<file path="src/rtl/tl_pkg.sv">
// Shared definitions for the traffic-light sequencer: phase encoding and
// helpers that turn the per-instance phase lengths into timer reload values.
package tl_pkg;

  typedef logic [1:0] phase_t;

  localparam phase_t ST_RED    = 2'd0;
  localparam phase_t ST_GREEN  = 2'd1;
  localparam phase_t ST_YELLOW = 2'd2;

  // Illegal codes fall back to the RED length, matching the fail-safe recovery.
  function automatic int unsigned phase_cycles(input phase_t      ph,
                                               input int unsigned red_c,
                                               input int unsigned green_c,
                                               input int unsigned yellow_c);
    case (ph)
      ST_GREEN:  return green_c;
      ST_YELLOW: return yellow_c;
      default:   return red_c;
    endcase
  endfunction

  function automatic int timer_width(input int unsigned red_c,
                                     input int unsigned green_c,
                                     input int unsigned yellow_c);
    int unsigned m;
    m = red_c;
    if (green_c > m) m = green_c;
    if (yellow_c > m) m = yellow_c;
    return (m <= 2) ? 1 : $clog2(m);
  endfunction

endpackage

</file>
<file path="src/rtl/tl_phase_timer.sv">
// Loadable down-counter that parks at zero and flags it; load wins over
// counting so a phase change and its new duration land on the same edge.
module tl_phase_timer #(
  parameter int               WIDTH   = 4,
  parameter logic [WIDTH-1:0] RST_VAL = '0
) (
  input  logic             clk,
  input  logic             rst,
  input  logic             load,
  input  logic [WIDTH-1:0] load_val,
  output logic             done
);

  logic [WIDTH-1:0] count;

  always_ff @(posedge clk or negedge rst) begin
    if (!rst) begin
      count <= RST_VAL;
    end else if (load) begin
      count <= load_val;
    end else if (count != '0) begin
      count <= count - 1'b1;
    end
  end

  assign done = (count == '0);

endmodule

</file>
<file path="src/rtl/traffic_light.sv">
// Single-intersection sequencer: RED -> GREEN -> YELLOW -> RED, each phase held
// for its parameterised number of cycles. Lamps are decoded from state alone.
module traffic_light
  import tl_pkg::*;
#(
  parameter int RED_CYCLES    = 10,
  parameter int GREEN_CYCLES  = 8,
  parameter int YELLOW_CYCLES = 3
) (
  input  logic clk,
  input  logic rst,
  output logic red,
  output logic yellow,
  output logic green
);

  localparam int TW = timer_width(RED_CYCLES, GREEN_CYCLES, YELLOW_CYCLES);

  phase_t          state;
  phase_t          state_nxt;
  logic            done;
  logic            load;
  logic [TW-1:0]   load_val;

  // An illegal code reloads immediately so recovery always gets a full RED.
  always_comb begin
    state_nxt = state;
    load      = 1'b0;
    case (state)
      ST_RED: begin
        if (done) begin
          state_nxt = ST_GREEN;
          load      = 1'b1;
        end
      end
      ST_GREEN: begin
        if (done) begin
          state_nxt = ST_YELLOW;
          load      = 1'b1;
        end
      end
      ST_YELLOW: begin
        if (done) begin
          state_nxt = ST_RED;
          load      = 1'b1;
        end
      end
      default: begin
        state_nxt = ST_RED;
        load      = 1'b1;
      end
    endcase
    load_val = TW'(phase_cycles(state_nxt, RED_CYCLES, GREEN_CYCLES, YELLOW_CYCLES) - 1);
  end

  always_ff @(posedge clk or negedge rst) begin
    if (!rst) begin
      state <= ST_RED;
    end else begin
      state <= state_nxt;
    end
  end

  tl_phase_timer #(
    .WIDTH   (TW),
    .RST_VAL (TW'(RED_CYCLES - 1))
  ) u_timer (
    .clk      (clk),
    .rst      (rst),
    .load     (load),
    .load_val (load_val),
    .done     (done)
  );

  always_comb begin
    red    = 1'b0;
    yellow = 1'b0;
    green  = 1'b0;
    case (state)
      ST_GREEN:  green  = 1'b1;
      ST_YELLOW: yellow = 1'b1;
      default:   red    = 1'b1;
    endcase
  end

endmodule

</file>
<file path="config.mk">
export PLATFORM = sky130hd
export DESIGN_NAME = traffic_light
export DESIGN_NICKNAME = d
export VERILOG_FILES = /design/src/rtl/tl_pkg.sv /design/src/rtl/tl_phase_timer.sv /design/src/rtl/traffic_light.sv
export SDC_FILE = /design/constraint.sdc
export NUM_CORES = 1
export LEC_CHECK = 0
export ABC_CLOCK_PERIOD_IN_PS = 3650
export CAP_MARGIN = 20
export CORE_AREA = 4 4 41 43
export DETAILED_ROUTE_END_ITERATION = 12
export DIE_AREA = 0 0 45 47
export PLACE_DENSITY = 0.62
export SYNTH_ARGS = -nofsm -noshare
export SYNTH_HDL_FRONTEND = slang
export SYNTH_HIERARCHICAL = 1
export SYNTH_SLANG_ARGS = --single-unit
</file>
<file path="constraint.sdc">
create_clock -name clk -period 3.65 [get_ports clk]
set_input_delay 0.73 -clock clk [delete_from_list [all_inputs] [get_ports clk]]
set_output_delay 0.73 -clock clk [all_outputs]
set_load 0.01 [all_outputs]
</file>
# Word-level counts from Yosys, hierarchy flattened
# Cells that the tools add are included.
word_totals:
  regBits: 6
  input_bits: 2
  elab_cells: 26
classes:
  addsub: 2
  eq_ne: 4
  mux: 12
  n_reduce_logical: 6
op_table:
  columns: ["op", "count"]
  rows:
  - ["two-way mux 4 bit", 2]
  - ["case mux 4 bit (2 select lines)", 1]
  - ["subtractor 4 x 1 -> 4 bit, second input constant", 2]
  - ["two-way mux 2 bit", 3]
  - ["case mux 2 bit (3 select lines)", 1]
  - ["two-way mux 1 bit", 5]
  - ["equality test 2 x 1 -> 1 bit, second input constant", 2]
  - ["equality test 2 bit, second input constant", 2]
  - ["zero test 4 bit", 1]
  - ["nonzero test 4 bit", 1]
  - ["OR reduction 3 bit", 1]
  - ["zero test 2 bit", 1]
  - ["nonzero test 2 bit", 1]
  - ["OR reduction 2 bit", 1]

# Longest topological paths before layout
logic_depth:
  ltp_word: 7
  ltp_mapped: 9

# Hierarchy
# The synthesis kept the hierarchy.
by_module_without_submodules:
  columns: ["module", "n_inst", "cells_per_inst", "area_per_inst_um2", "seq_area_each_um2"]
  rows:
  - ["tl_phase_timer", 1, 22, 236.5, 102.6]
  - ["traffic_light", 1, 21, 214.0, 50.0]

# Worst setup path before layout
# No wires, ideal clock.
synth_path:
  path_kind: "register to register"
  start: "reg u_timer.count[0]"
  end: "reg u_timer.count[3]"
  setup_time_ps: 83
  arrival_time_ps: 1988
  setup_slack_ps: 1578
  stages_incl_launch_ff: 8
  path_buffers: 0
  period_less_slack_ps: 2072
  path_cell_list: "dfstp_2 -> inv_1 -> ha_1 -> nor3b_4 -> o21ba_1 -> o221a_1 -> ha_1 -> a221o_1"
synth_between:
  elab_chain_len: 7
synth_rtl:
  columns: ["element", "line_no", "rtl"]
  rows:
  - ["start: declaration", "tl_phase_timer.sv:14", "logic [WIDTH-1:0] count;"]
  - ["start signal: assignment", "tl_phase_timer.sv:20", "count <= load_val;"]
  - ["start signal: assignment", "tl_phase_timer.sv:22", "count <= count - 1'b1;"]
  - ["zero test 4 bit *", "tl_phase_timer.sv:26", "assign done = (count == '0);"]
  - ["named net done", "traffic_light.sv:21", "logic done;"]
  - ["two-way mux 2 bit (on tied branches)", "traffic_light.sv:43, traffic_light.sv:37, traffic_light.sv:31", null]
  - ["case mux 2 bit (3 select lines) *", "traffic_light.sv:29", "case (state)"]
  - ["named net state_nxt[1]", "traffic_light.sv:20", "phase_t state_nxt;"]
  - ["equality test 2 bit / equality test 2 x 1 -> 1 bit (equally long branches)", "tl_pkg.sv:16", "case (ph)"]
  - ["case mux 4 bit (2 select lines) *", "tl_pkg.sv:16", null]
  - ["subtractor 4 x 1 -> 4 bit *", "traffic_light.sv:53", "load_val = TW'(phase_cycles(state_nxt, RED_CYCLES, GREEN_CYCLES, YELLOW_CYCLES) - 1);"]
  - ["named net load_val[3]", "traffic_light.sv:23", "logic [TW-1:0] load_val;"]
  - ["two-way mux 4 bit *", "tl_phase_timer.sv:19", "end else if (load) begin"]
# The timed path passes the listed nets; every way through them passes the cells marked *. The select of a mux whose other input is x is not followed.
# A chain may end at the register's enable or synchronous reset.

# Worst setup path in the final report
layout_path:
  start: "reg state[0]"
  end: "out red"
layout_between:
  elab_chain_len: 3
layout_rtl:
  columns: ["element", "line_no", "rtl"]
  rows:
  - ["start: declaration", "traffic_light.sv:19", "phase_t state;"]
  - ["start signal: assignment", "traffic_light.sv:60", "state <= state_nxt;"]
  - ["equality test 2 x 1 -> 1 bit / equality test 2 bit (equally long branches)", "traffic_light.sv:79", "case (state)"]
  - ["OR reduction 2 bit (no source line) *", null, null]
  - ["two-way mux 1 bit *", "traffic_light.sv:79", null]
  - ["end: declaration", "traffic_light.sv:12", "output logic red,"]
# Every way passes the cells marked *; elsewhere a longest branch is shown, timed or not.

==> results.md <==
* DRC Markers at 0
* Total GRT Usage at 8.11%
* Yosys warns at 6
* Clock-pin transition on the worst setup and hold timing paths at 0.04 ns
* HP Start: u_timer/count[0]$_DFFE_PN1P_
* Number of clock sinks at 6
* GPL Wtd Cong at 0.743
* Antenna violations before repair at 0
* CTS Hold Bufs at 0
* Most frequent cells in the layout: inv_1 (8), ha_1 (7), clkdlybuf4s50_1 (4), dfrtp_1 (4), clkbuf_4 (3)
* Minimum clock period at 2.34 ns
* Die area at 0.00212 mm^2
* Crit path kind: reg -> out
* Std-Cell Rows at 13
* VDD IR max at 0.139 mV
* DP Wirelength at 558 um
* Post-route ant nets at 0
* Yosys top cell area share at 22.2%
* Setup violators final at 0
* Worst stage delay on the critical path at 0.52 ns
* H-tree Lvls at 1
* Register area at 153 um^2
* Largest net degree at the start of global routing at 10
* Mapped cell area at 450 um^2
* Die Width at 45 um
* Worst path cell trace: inv_1 > ha_1 > inv_1 > clkdlybuf4s50_1
* # nets final at 60
* Setup bufs post-CTS at 0
* Die Ht at 47 um
* Post-CTS sizing at 0
* Synth Register Bits at 6
* Worst Skew at 0.00161 ns
* Setup TNS at 0 ns
* Pwr Total at 127 uW
* Critical Path Sink Type: output pin
* Core ar. at 0.00130 mm^2
* CP Max Fanout at 5
* Drt total wl at 728 um
* Worst skew pair latency at 0.24 ns
* Slew Viols, Final at 0
* I/O Buffers at 4
* Synth area leader: dfrtp_1
* Pwr Density at 240 mW/mm^2
* Inst Count DP at 61
* Total grt overflow at 0
* Mean Syn Cell Area at 10.5 um^2
* Final core occ at 40.6%
* Synth cell types at 20
* Area delta synth->final at 17.2%
* Vias at 305
* Measured slew at the worst slew-check pin at 0.368 ns
* Max-slew headroom at 75.4%
* P_leak at 0.000246 uW
* R2R Path Start: u_timer/count[0]$_DFFE_PN1P_
* Routed len/inst at 11.4 um
* Final cell count without fillers at 64
* # IOs at 5
* Unrepaired setup endpoints after global routing: false
* Multi-input combinational cell area at 264 um^2
* Crit-path most repeated cell: inv_1
* Req. time, crit path at 2.92 ns
* # fillers at 143
* Starting density of the core at 34.6%
* Max Cap Viol at 0
* Syn Inst Count at 43
* Worst Setup SP: state[0]$_DFF_PN0_
* Most common cell after layout, fill and taps aside: inv_1
* First-pass GRT wire length at 1150 um
* Hold Path Class: reg -> reg
* 1st-iter DRT viols at 2
* Vias in the first global route at 301
* TritonCTS clock tree: built
* TritonCTS Buffers at 3
* DR vias/cell at 4.77
* Register area share after synthesis at 33.9%
* Outcome: completed
* Crit path DAT at 1.61 ns
* Clk buf depth at 2
* Initial DRT Pass Iterations at 3
* # diodes at 0
* Peak Freq at 427 MHz
* Fin crit share at 64.1%
* Main area contributors after synthesis: dfrtp_1 (22%), ha_1 (19%), dfstp_2 (12%)
* Post-Synthesis Net Count at 52
* Final hold vios at 0
* Share of layout cells above drive strength 1 at 14.3%
* Slowest CP cell: clkdlybuf4s50_1
* Root Driver: clkbuf_4
* Worst Setup Start Kind: register
area by class of cell:
cell class / count / share of cell area, %
repair buffers: 4 / 7.58
clock buffers: 3 / 4.27
multi-input cells: 28 / 50.0
flip-flops and latches: 6 / 28.9
well taps: 15 / 3.55
inverters: 8 / 5.69
cell families after synthesis:
kind of cell | Yosys count | share of synthesized area, %
DFF | 6 | 33.9
muxes | 3 | 6.94
and+or+nand+nor | 8 | 12.5
xor gates and xnor gates | 1 | 1.94
AOI/OAI and AO/OA | 9 | 17.8
adders and majority gates | 7 | 19.4
buffers and inverters | 9 | 7.50
metal layers:
layer,vias to the layer above,global-route usage (%),share of wire [%]
met1,140,10.4,52
met4,0,10.5,1.2
met2,1,10.2,45
met5,-,0,0
li1,162,-,-
met3,2,1.15,0.82
report_power, final:
part           leakage, uW  switching (uW)  internal [uW]  total, uW
logic             0.000161            1.15          0.951       2.10
registers        0.0000711               0           66.9       66.9
clock network    0.0000138            20.5           37.0       57.5
total             0.000246            21.7            105        127
sequential cells by signal, indices dropped and copies added (netlist names):
register,count
state,2
u_timer/count,4
final timing paths:
path                                                 to  slack (ns)  depth (start not counted)
max                                                 red        1.31                          4
min                        u_timer/count[0]$_DFFE_PN1P_        0.62                          3
max reg2reg                u_timer/count[3]$_DFFE_PN1P_        1.40                          7
min reg2reg                u_timer/count[0]$_DFFE_PN1P_        0.62                          3
max in group asynchronous  u_timer/count[3]$_DFFE_PN1P_        2.66                          1
min in group asynchronous            state[0]$_DFF_PN0_        0.73                          1
cell usage after synthesis, drive strengths merged:
cell type	instances
a221o	1
clkbuf	1
dfrtp	4
dfstp	2
ha	7
inv	8
mux2	1
mux2i	2
nand2	2
nor2b	1
nor3	2
nor3b	2
o21ai	2
o21ba	2
o221a	2
o221ai	2
or2	1
xnor2	1
metrics by stage:
stage          worst slack [ns]  cell area [um^2]  hold WS [ns]
5_1_grt                    1.23               528         0.665
3_5_place_dp               1.40               505         0.607
4_1_cts                    1.30               528         0.619
2_1_floorplan              1.58               450         0.434
6_report                   1.31               528         0.621
3_3_place_gp               1.44               505         0.625
worst max-delay path, delay by kind of cell (launching register included):
family / cells / cell delay [ns]
flip-flops: 1 / 0.42
buffers and inverters: 3 / 0.67
adder cells (fa/ha/maj): 1 / 0.29
(Power assumes the default switching activity.)
